<file path="src/rtl/rv32_grng_unit.sv">
// rv32_grng_unit: execute-stage GRNG responder.
// A xorshift32 generator runs in the background. Each group of NUM_WORDS
// byte-sums is turned into one centred, approximately Gaussian sample, and
// the samples are buffered in a small FIFO that the pipeline pops on enable.
module rv32_grng_unit #(
    parameter int unsigned NUM_WORDS  = 4,
    parameter int unsigned DEPTH      = 4,
    parameter logic [31:0] RESET_SEED = 32'h0000_0001
) (
    input  logic        clk,
    input  logic        rst,
    input  logic        set_seed_i,
    input  logic [31:0] seed_i,
    input  logic        enable_i,
    input  logic        pipe_stall_i,
    output logic [31:0] sample_o,
    output logic        grng_busy_o
);

    localparam int unsigned ACC_W = $clog2(NUM_WORDS * 1020 + 1);
    localparam int unsigned CNT_W = $clog2(NUM_WORDS + 1);
    localparam int unsigned PTR_W = $clog2(DEPTH);
    localparam int unsigned OCC_W = PTR_W + 1;

    localparam logic [ACC_W:0]     OFFSET   = (ACC_W + 1)'(NUM_WORDS * 510);
    localparam logic [CNT_W-1:0]   CNT_LAST = CNT_W'(NUM_WORDS - 1);
    localparam logic [OCC_W-1:0]   OCC_FULL = OCC_W'(DEPTH);

    function automatic logic [31:0] xs_step(input logic [31:0] x);
        logic [31:0] t;
        t = x ^ (x << 13);
        t = t ^ (t >> 17);
        t = t ^ (t << 5);
        return t;
    endfunction

    function automatic logic [9:0] byte_sum(input logic [31:0] w);
        return 10'(w[7:0]) + 10'(w[15:8]) + 10'(w[23:16]) + 10'(w[31:24]);
    endfunction

    logic [31:0]       state;
    logic [ACC_W-1:0]  acc;
    logic [CNT_W-1:0]  cnt;

    logic [31:0]       mem [DEPTH];
    logic [PTR_W-1:0]  rd_ptr;
    logic [PTR_W-1:0]  wr_ptr;
    logic [OCC_W-1:0]  occ;

    logic              fifo_empty;
    logic              fifo_full;
    logic              seed_load;
    logic              pop;
    logic              active;
    logic              last_word;
    logic              push;
    logic [ACC_W-1:0]  acc_sum;
    logic signed [ACC_W:0] sample_diff;
    logic [31:0]       sample_ext;

    assign fifo_empty  = (occ == '0);
    assign fifo_full   = (occ == OCC_FULL);
    assign seed_load   = set_seed_i && !pipe_stall_i;
    assign pop         = enable_i && !fifo_empty && !pipe_stall_i && !set_seed_i;
    // A pop frees a slot this very edge, so a full FIFO still advances then.
    assign active      = !fifo_full || pop;
    assign last_word   = (cnt == CNT_LAST);
    assign push        = active && last_word && !seed_load;

    assign acc_sum     = acc + ACC_W'(byte_sum(state));
    assign sample_diff = $signed({1'b0, acc_sum}) - $signed(OFFSET);
    assign sample_ext  = {{(31 - ACC_W){sample_diff[ACC_W]}}, sample_diff};

    assign sample_o    = mem[rd_ptr];
    assign grng_busy_o = enable_i && fifo_empty && !set_seed_i;

    // Generator: xorshift state, byte-sum accumulator and word counter.
    always_ff @(posedge clk) begin
        if (rst) begin
            state <= RESET_SEED;
            acc   <= '0;
            cnt   <= '0;
        end else if (seed_load) begin
            state <= (seed_i == '0) ? 32'h0000_0001 : seed_i;
            acc   <= '0;
            cnt   <= '0;
        end else if (active) begin
            state <= xs_step(state);
            if (last_word) begin
                acc <= '0;
                cnt <= '0;
            end else begin
                acc <= acc_sum;
                cnt <= cnt + 1'b1;
            end
        end
    end

    // Sample FIFO: circular buffer with explicit occupancy count.
    always_ff @(posedge clk) begin
        if (rst) begin
            rd_ptr <= '0;
            wr_ptr <= '0;
            occ    <= '0;
            for (int unsigned i = 0; i < DEPTH; i++) begin
                mem[i] <= '0;
            end
        end else if (seed_load) begin
            rd_ptr <= '0;
            wr_ptr <= '0;
            occ    <= '0;
        end else begin
            if (push) begin
                mem[wr_ptr] <= sample_ext;
                wr_ptr      <= wr_ptr + 1'b1;
            end
            if (pop) begin
                rd_ptr <= rd_ptr + 1'b1;
            end
            if (push && !pop) begin
                occ <= occ + 1'b1;
            end else if (pop && !push) begin
                occ <= occ - 1'b1;
            end
        end
    end

endmodule
</file>
<file path="config.mk">
export PLATFORM = sky130hd
export DESIGN_NAME = rv32_grng_unit
export DESIGN_NICKNAME = d
export VERILOG_FILES = /design/src/rtl/rv32_grng_unit.sv
export SDC_FILE = /design/constraint.sdc
export NUM_CORES = 1
export LEC_CHECK = 0
export ABC_AREA = 1
export CAP_MARGIN = 5
export CORE_MARGIN = 3
export CORE_UTILIZATION = 52
export DETAILED_ROUTE_END_ITERATION = 6
export GPL_ROUTABILITY_DRIVEN = 0
export PLACE_DENSITY_LB_ADDON = 0.1
export SYNTH_ARGS = -nofsm -noshare
export SYNTH_HDL_FRONTEND = slang
export SYNTH_SLANG_ARGS = --single-unit
</file>
<file path="constraint.sdc">
create_clock -name clk -period 4.4 [get_ports clk]
set_clock_uncertainty 0.1 [all_clocks]
set_input_delay 0.88 -clock clk [delete_from_list [all_inputs] [get_ports clk]]
set_output_delay 0.88 -clock clk [all_outputs]
set_load 0.02 [all_outputs]
</file>
=== Word-level counts from Yosys, hierarchy flattened ===
Memory sizes are Yosys's and may differ from the RTL's. A register that Yosys moved wholly into a read port is not among the register bits.
Cells that the tools add are included.

* Bits in registers: 54
* Bits in latches: 0
* Memory bits (writable): 128
* Memory bits (read-only): 0
* Input port bits: 37
* Output and inout port bits: 33
* Word-level logic and storage cells: 64
* Memories kept: 1

{| class="wikitable"
|+ Memory list
! memory !! depth !! width !! rd ports !! clocked after Yosys merged registers in !! wr ports !! RTL line !! RTL
|-
| mem || 4 || 32 || 1 || 1 || 4 || 45 || <nowiki>logic [31:0] mem [DEPTH];</nowiki>
|}

* Add/sub/neg operators: 10
* Multipliers: 0
* Divide/modulo/power cells: 0
* Order comparisons: 0
* Equal/unequal tests: 2
* Shifts and indexed selects: 0
* Muxes and demuxes: 18
* Bitwise operators: 3
* Reductions and logical operators: 24

{| class="wikitable"
|+ Operators with widths
! cell !! count
|-
| $mux W32 || 4
|-
| $xor A32 B32 Y32 || 2
|-
| $logic_not A32 Y1 || 1
|-
| $reduce_or A32 Y1 || 1
|-
| $xor A32 B15 Y32 || 1
|-
| $sub A12 B11 Y13 const B || 1
|-
| $add A12 B10 Y12 || 1
|-
| $mux W12 || 1
|-
| $add A10 B8 Y10 || 1
|-
| $add A9 B8 Y10 || 1
|-
| $logic_and A1 B1 Y1 || 10
|-
| $add A8 B8 Y9 || 1
|-
| $mux W3 || 3
|-
| $logic_not A1 Y1 || 7
|-
| $mux W1 || 7
|-
| $add A3 B1 Y3 const B || 2
|-
| $mux W2 || 3
|-
| $add A2 B1 Y2 const B || 2
|-
| $reduce_bool A2 Y1 || 2
|-
| $eq A3 B2 Y1 const B || 1
|-
| $eq A3 B3 Y1 const B || 1
|-
| $logic_not A3 Y1 || 1
|-
| $sub A3 B1 Y3 const B || 1
|-
| $reduce_or A2 Y1 || 1
|-
| $logic_or A1 B1 Y1 || 1
|}

=== Depth between registers and ports, before layout ===
Gate-level depths: netlist (run 1).

* Depth in word-level cells: 14
* Mapped depth: 22
* Mapped depth without buffers: 22

=== Worst setup path after synthesis (run 1) ===
No wires, ideal clock.

* Path kind: reg-to-reg
* Start: register state[1]
* End: memory mem[0][9], data pin
* Setup time: 140 ps
* Data arrival time: 3965 ps
* Required time: 4160 ps
* Path slack: 195 ps
* Cell stages (with the launch flop): 17
* Buffers on the path: 0
* Period minus slack after synthesis: 4205 ps
* Cell sequence: dfxtp_1 -> inv_1 -> fa_1 -> fa_1 -> fa_1 -> inv_1 -> ha_1 -> inv_1 -> fa_1 -> xnor2_1 -> ha_1 -> nand3_1 -> nor2_2 -> nand2_1 -> o21ai_0 -> nand3_1 -> nor2_1

{| class="wikitable"
|+ RTL lines
! item !! RTL line !! RTL
|-
| from (decl) || 41 || <nowiki>logic [31:0] state;</nowiki>
|-
| from (signal assigned) || 84 || <nowiki>state <= (seed_i == '0) ? 32'h0000_0001 : seed_i;</nowiki>
|-
| from (signal assigned) || 88 || <nowiki>state <= xs_step(state);</nowiki>
|-
| to (decl) || 45 ||
|}

==> impl_summary.md, run 1 <==
Detailed routing
The detailed router finished its first iteration with 600 violations. Dividing the detail-routed wire length by the instance count gives 15.7 um. The final layout contains routed wiring with a total length of 17.6 mm.

The number of nets with antenna violations after routing is 0. The number of optimization iterations in the first detailed-route pass is 7. The count of vias placed by the detailed router is between 6,000 and 7,000. The count of unresolved DRC violations after routing is 2. The number of vias per cell is 5.44.

Hold path
The destination of the worst hold path is cnt[2]. Along the worst hold path, the cell count comes to 2. The startpoint of the worst hold path is cnt[2]. The path class of the lowest-slack min-delay path is flip-flop to flip-flop.

Cells and area
0 antenna diodes ended up in the layout. Once layout is complete, the utilization of the core stands at 63.2%. Relative to the synthesized area, the layout overhead comes to 16.5%. The final layout contains 1,023 nets. Of the cells placed in the final design, the portion with a size suffix greater than 1 is 7.27%.

Clock tree
The number of buffers on the longest clock path is 2. The number of setup buffers added after CTS is 0. Buffers inserted to repair hold after CTS numbered 0. The clock sink count is 108. Clock latency on the worst-skew pair, taken at its later pin, is about 0.36 ns. The clock root buffer is sky130_fd_sc_hd__clkbuf_16. In this run, CTS created clock tree buffers numbering 9. The clock slew at the register clock pins of the worst setup and hold paths is around 0.08 ns. The number of H-tree levels is 3. TritonCTS built the clock tree.

Synth
The sequential element share of the synthesized area is 38.6%. The net count after synthesis is a little under 1,000. Summed over its instances, the top area cell type makes up 22.5% of the synthesized netlist area. The commonest cells after synthesis are 172 x sky130_fd_sc_hd__nand2_1, 155 x sky130_fd_sc_hd__inv_1, 86 x sky130_fd_sc_hd__nor2_1. The main flop type after synthesis is sky130_fd_sc_hd__dfxtp_1. After synthesis the netlist holds a flip-flop and latch count of 108. The number of flops mapped to enable cells by yosys is 52. sky130_fd_sc_hd__nand2_1 is the most common cell in the netlist. After synthesis, the cell types taking the most area are sky130_fd_sc_hd__edfxtp_1 22%, sky130_fd_sc_hd__dfxtp_1 16%, sky130_fd_sc_hd__nand2_1 9.3%, sky130_fd_sc_hd__inv_1 8.4%, sky130_fd_sc_hd__fa_1 6.9%. In the synthesized netlist the async set-or-reset flop fraction comes to 0%. The total standard cell area after synthesis is 6950 um2. The number of warnings reported in the yosys synthesis log is 0. The distinct cell type count of the synthesized netlist is 36.

The largest total area in the synthesized netlist belongs to sky130_fd_sc_hd__edfxtp_1. In this run the mean area of a mapped cell was 7.76 um2. The gate count after technology mapping is around 900.

Timing
The setup TNS after final layout is 0 ns. The total count of max-transition violations in the final report is 0. The worst-margin pin slew is 0.696 ns. In this run the tightest slew margin relative to its limit is 53.5%. Based on the critical path, the design can be clocked at up to 241 MHz. The clock period minus worst slack is approximately 4.1 ns.

The count of endpoints failing hold in the final timing report was 0. The total setup violations reported at the end of the flow is 0. The post-route fraction of the period consumed by the critical path is 94.3%.

Setup path
The largest fanout of any net on the critical path is 4. In this run the critical register-to-register path is launched from state[2]. The slowest stage of the critical path is the sky130_fd_sc_hd__fa_1 cell. The nature of the critical path endpoint is a flip-flop. The classification of the worst setup path is flip-flop to flip-flop. Measured in cells, the most critical reg-to-reg path has a length of 18.

The arrival time at the worst endpoint is 4.27 ns. The nature of the critical path startpoint is a flip-flop. The critical path goes through inv_1 > fa_1 > inv_1 > fa_1 > inv_1 > fa_1 > inv_1 > ha_1 > nand3_1 > nand3_2 > xor2_2 > ha_2 > nand3_2 > nor2_4 > nand2_1 > o21ai_1 > nand3_2 > nor2_1. The worst register-to-register path ends at mem[1][9]. The number of buffers and inverters on the critical path is 4. The largest single stage delay on the critical path is 0.54 ns. The cell family contributing the most delay on the critical path is adder cells. Data on the critical path is required at its endpoint by 4.52 ns. The most common cell type on the critical path is sky130_fd_sc_hd__inv_1. The worst register-to-register path has a setup slack of ~0.25 ns.

Flow run
The tool flagged a number of max-cap violations equal to 0.

Global routing
Entering global routing, the biggest net connects 50 pins. The first-pass GRT wire length is approximately 29 mm. The total routing resource utilization after global routing is 24.8%. The total overflow left after global routing is 0. The via count of the first global-routing pass came to 5,878. The initial antenna violation count is 0.

Status
The flow ran to the end, but the final reports show violations. The checks that failed: design-rule violations.

Placement
The total of buffers placed on input and output ports is 69. The post-DP HPWL is 13.4 mm.

Floorplanning
The die width is 122 um. The die covers 14,800 um2. The chip height is 122 um. The area of the placeable core is approximately 13,000 um2.

The number of top-level design ports is 70. For this configuration, the core starts out at a cell density of 54.2%. The floorplan has 41 rows.
[how the worst max path moves through the flow]
stage | startpoint | slack, ns | cells past startpoint | to
after floorplan | state[1] | 0.19 | 16 | mem[0][9]
after global placement | state[1] | 0.27 | 16 | mem[3][6]
after detailed placement | state[2] | 0.11 | 18 | mem[0][9]
after CTS | state[2] | 0.09 | 18 | mem[0][9]
after global routing | state[10] | -0.004 | 18 | mem[2][9]
final | state[2] | 0.25 | 18 | mem[1][9]
[cell usage in the layout (no fill, tap or decap), types with 6 or more instances in the layout]
| cell type | netlist | final |
|---|---|---|
| sky130_fd_sc_hd__a21oi_1 | 38 | 37 |
| sky130_fd_sc_hd__a31oi_1 | 14 | 14 |
| sky130_fd_sc_hd__buf_4 | 20 | 14 |
| sky130_fd_sc_hd__clkbuf_16 | 0 | 9 |
| sky130_fd_sc_hd__clkdlybuf4s50_1 | 0 | 69 |
| sky130_fd_sc_hd__dfxtp_1 | 56 | 50 |
| sky130_fd_sc_hd__dfxtp_2 | 0 | 6 |
| sky130_fd_sc_hd__edfxtp_1 | 52 | 52 |
| sky130_fd_sc_hd__fa_1 | 24 | 23 |
| sky130_fd_sc_hd__ha_1 | 18 | 14 |
| sky130_fd_sc_hd__inv_1 | 155 | 155 |
| sky130_fd_sc_hd__nand2_1 | 172 | 172 |
| sky130_fd_sc_hd__nand3_1 | 46 | 42 |
| sky130_fd_sc_hd__nand3_2 | 3 | 7 |
| sky130_fd_sc_hd__nand4_1 | 8 | 8 |
| sky130_fd_sc_hd__nor2_1 | 86 | 86 |
| sky130_fd_sc_hd__nor3_1 | 7 | 7 |
| sky130_fd_sc_hd__nor4_1 | 8 | 8 |
| sky130_fd_sc_hd__o211ai_1 | 14 | 14 |
| sky130_fd_sc_hd__o21ai_0 | 67 | 66 |
| sky130_fd_sc_hd__o22ai_1 | 14 | 14 |
| sky130_fd_sc_hd__or2_2 | 6 | 6 |
| sky130_fd_sc_hd__xnor2_1 | 16 | 16 |
| sky130_fd_sc_hd__xor2_1 | 22 | 20 |
[through the flow]
stage	cell area, um2	hold WS, ns	cells	setup slack, ns
2_1_floorplan	6950	0.322	896	0.195
3_5_place_dp	7730	0.343	1105	0.111
3_3_place_gp	7730	0.331	1105	0.272
4_1_cts	8040	0.354	1121	0.0903
5_1_grt	8100	0.383	1121	-0.00431
6_report	8100	0.356	1121	0.251
[cell families after synthesis]
| logic type | after synthesis | synth area share [%] |
|---|---|---|
| adders and majority gates | 42 | 10.1 |
| buffers and inverters | 205 | 12.3 |
| muxes | 1 | 0.144 |
| xor gates and xnor gates | 38 | 4.79 |
| DFF | 108 | 38.6 |
| and+or+nand+nor | 348 | 21.7 |
| AOI/OAI and AO/OA | 154 | 12.3 |
[layout make-up]
class	count	area, um2
repair buffers	84	816
multi-input cells	583	3480
clock buffers	9	225
clock inverters	7	83.8
fillers	1126	4720
flip-flops and latches	108	2690
inverters	158	593
well taps	172	215
[layer usage]
metal	share of wire, %	GRT usage (%)	vias to the layer above
met5	0	0	-
li1	-	-	2972
met1	43	33.2	2812
met3	7.3	4.92	32
met2	48	40.8	278
met4	2.2	8.12	0
[registers in the layout (all words and copies together), names as in the netlist, named ones only]
name	count
mem	52
state	32
acc	12
cnt	3
occ	3
rd_ptr	2
wr_ptr	2
[worst reg2reg max path: cells and delay by family, from the launching register on]
| family | cells | cell delay [ns] |
|---|---|---|
| XOR/XNOR | 1 | 0.23 |
| AO/OA/AOI/OAI | 1 | 0.15 |
| AND/OR/NAND/NOR | 7 | 0.79 |
| buffers and inverters | 4 | 0.26 |
| adder cells (fa/ha/maj) | 5 | 2.13 |
| flip-flops | 1 | 0.36 |
[repair_timing]
action,in CTS,in global routing
resized for setup,0,20
endpoints found under the hold margin,0,0
endpoints found under the setup margin,0,28
Power of run 1 is left out: the tool's default activity adds up to more than one toggle a clock period on the data nets, which glitch-free logic cannot reach.
==> run 2, diff against run 1 <==
--- a/config.mk
+++ b/config.mk
@@ -6,7 +6,7 @@
 export NUM_CORES = 1
 export LEC_CHECK = 0
 export ABC_AREA = 1
-export CAP_MARGIN = 5
+export CAP_MARGIN = 20
 export CORE_MARGIN = 3
 export CORE_UTILIZATION = 52
 export DETAILED_ROUTE_END_ITERATION = 6
==> constraint.sdc (replaced) <==
create_clock -name clk -period 3.5 [get_ports clk]
set_clock_uncertainty 0.1 [all_clocks]
set_input_delay 0.7 -clock clk [delete_from_list [all_inputs] [get_ports clk]]
set_output_delay 0.7 -clock clk [all_outputs]
set_load 0.02 [all_outputs]
==> run 2 against run 1 <==
  * The flow finishes with violations (negative setup slack)
  * Register-to-register slack got worse by 0.76 ns
  * Maximum frequency increased by 3.6%
  * Flip-flop and latch count unchanged
  * Routed wire length increased by 11%
  * Non-clock buffer count increased by 74
  * Via count increased by 7.0%
==> impl_summary.md, run 2 (synthesis results as in run 1) <==
Setup path
The required time of the worst setup path is ~3.5 ns. By instance count, the cell type seen most on the critical path is sky130_fd_sc_hd__inv_2. In this run the worst setup path begins at state[17]. The startpoint identified for the worst register-to-register timing path is state[17]. The largest delay contributor family on the critical path is adder cells. The nature of the critical path startpoint is a flip-flop. The arrival time at the worst endpoint is slightly above 4 ns.

Together, buffers and inverters on the worst path number 5. The largest fanout of any net on the critical path is 4. The cell type of the slowest stage on the worst timing path is sky130_fd_sc_hd__fa_1.

The critical path is of the flip-flop to flip-flop type. The critical path goes through inv_2 > fa_1 > fa_1 > fa_1 > inv_2 > ha_4 > inv_2 > fa_2 > inv_2 > nand3_2 > nand2_2 > nand2_2 > nand2_1 > nand2_1 > nand2_2 > nand2_1 > nor2_2 > nand3_4 > nand3_2 > inv_1. The maximum cell stage delay along the critical path is 0.55 ns. STA classifies the critical path endpoint as a flip-flop.

Hold path
The worst hold path begins at cnt[2]. The path class of the lowest-slack min-delay path is flip-flop to flip-flop.

Global routing
The first-pass GRT wire length is 30.8 mm. Entering global routing, the biggest net connects a little under 60 pins. Summed over all layers, the global routing overflow is 0. Global routing used 26.3% of the available tracks. The initial antenna violation count is 0.

The via count of the first global-routing pass came to 6,357.

Cells and area
For this run, the post-layout net count is 1,097. Ranked by flip-flop count, first place goes to mem. Relative to the synthesized area, the layout overhead comes to 32.0%. Measured on the finished design, the core utilization comes to 71.6%.

The number of flip-flops under the largest register name is 52. The share of final-layout standard cells stronger than drive strength 1 is 24.5%. The number of antenna diodes in the final layout is 0.

Leaving out fill and tap cells, the most frequent cell in the layout is sky130_fd_sc_hd__nand2_1. In the layout the commonest cells are 139 x sky130_fd_sc_hd__nand2_1, 129 x sky130_fd_sc_hd__inv_1, 79 x sky130_fd_sc_hd__buf_4. The largest registers in the layout are mem (52), state (32), acc (12). For this run, the number of standard cells in the final layout without fillers is 1,195.

Timing
Setup repair after global routing could not meet its margin everywhere. The post-route fraction of the period consumed by the critical path is 114%. The timing-limited maximum frequency is 250 MHz. Measured against its own limit, the worst slew margin works out to 64.1%. The total setup violations reported at the end of the flow is a little over 40. The count of endpoints failing hold in the final timing report is 0.

At the pin with the least slew margin, the transition time is between 0.5 and 0.6 ns. Across all setup checks in the final design, the least slack found is -0.506 ns. The clock period minus worst slack is 4.01 ns. The total count of max-transition violations in the final report is 0.

Clock tree
Clock tree synthesis inserted a total of 9 buffers. In this run the clock root is driven by a sky130_fd_sc_hd__clkbuf_16. The clock slew at the register clock pins of the worst setup and hold paths is around 0.07 ns. The CTS tree is done.

Counting every sink on the clock net gives 108. The number of buffers on the longest clock path is 2. The number of H-tree levels is 3. The source-to-sink clock delay at the later pin of the worst-skew pair is 0.36 ns.

Detailed routing
The final wirelength is about 20 mm. In this run the remaining antenna-violating nets after routing total 0. The count of vias placed by the detailed router is around 6,500. Dividing the detail-routed via count by the number of cells gives around 5.5. The number of optimization iterations in the first detailed-route pass is 5. The count of unresolved DRC violations after routing is 0. For this block, the initial DRC count from the detailed router was approximately 460. In the final routed layout, each cell accounts on average for 16.4 um.

Floorplanning
The die covers around 15,000 um2. For this configuration, the core starts out at a cell density of 54.2%. The number of top-level design ports is 70. The initialized floorplan defines 41 standard-cell rows. The die width is between 100 and 150 um. The area of the placeable core is roughly 13,000 um2. From bottom edge to top edge, the die measures 122 um.

Placement
The total of buffers placed on input and output ports is 69. The number of placed instances, taps included, is ~1,200. The post-DP HPWL is 14.0 mm. OpenSTA, run right after detailed placement, puts the worst setup slack at -0.562 ns.

Status
The checks that failed: negative setup slack. The flow ran to the end, but the final reports show violations.

Flow run
Max-cap violations in this run came to 0.
==> run 2: worst reg2reg max path: stages (launching register included) <==
cell and delay (ns):
sky130_fd_sc_hd__dfxtp_2 0.34, sky130_fd_sc_hd__inv_2 0.04, sky130_fd_sc_hd__fa_1 0.55, sky130_fd_sc_hd__fa_1 0.45, sky130_fd_sc_hd__fa_1 0.49, sky130_fd_sc_hd__inv_2 0.08, sky130_fd_sc_hd__ha_4 0.13, sky130_fd_sc_hd__inv_2 0.04
sky130_fd_sc_hd__fa_2 0.37, sky130_fd_sc_hd__inv_2 0.09, sky130_fd_sc_hd__nand3_2 0.09, sky130_fd_sc_hd__nand2_2 0.13, sky130_fd_sc_hd__nand2_2 0.07, sky130_fd_sc_hd__nand2_1 0.07, sky130_fd_sc_hd__nand2_1 0.07, sky130_fd_sc_hd__nand2_2 0.11
sky130_fd_sc_hd__nand2_1 0.08, sky130_fd_sc_hd__nor2_2 0.18, sky130_fd_sc_hd__nand3_4 0.11, sky130_fd_sc_hd__nand3_2 0.12, sky130_fd_sc_hd__inv_1 0.06
==> run 2: metrics by stage <==
step | hold slack [ns] | instance area (um2) | TNS (ns)
3_5_place_dp | 0.350 | 8320 | -15.55
3_3_place_gp | 0.331 | 8320 | -11.69
5_1_grt | 0.373 | 9180 | -20.75
6_report | 0.358 | 9180 | -14.84
2_1_floorplan | 0.322 | 7080 | -6.57
4_1_cts | 0.361 | 8830 | -12.10
==> run 2: routing by layer <==
layer / global-route usage [%] / share of wire (%)
met1: 34.1 / 41
met2: 44.9 / 50
met3: 3.25 / 5.8
met4: 10.7 / 3.8
met5: 0 / 0
==> run 2: area by class of cell <==
class                   instances  area [um2]
well taps                     172         215
fillers                      1001        3650
inverters                     158         598
repair buffers                158        1410
clock inverters                 6        71.3
clock buffers                  10         229
flip-flops and latches        108        2700
multi-input cells             583        3960
==> run 2: worst paths after layout <==
kind / end / slack [ns] / cells past startpoint
setup / recovery: mem[3][10] / -0.51 / 20
hold / removal: cnt[2] / 0.36 / 2
setup reg to reg: mem[3][10] / -0.51 / 20
hold reg to reg: cnt[2] / 0.36 / 2
==> run 2: what timing repair did <==
| action | in CTS | in global routing |
|---|---|---|
| gates resized for setup | 49 | 86 |
| endpoints found under the hold margin | 0 | 0 |
| hold buffers | 0 | 0 |
| buffers inserted | 2 | 10 |
| endpoints found under the setup margin | 41 | 48 |
| pin swaps | 28 | 48 |
Power of run 2 is left out for the same reason.
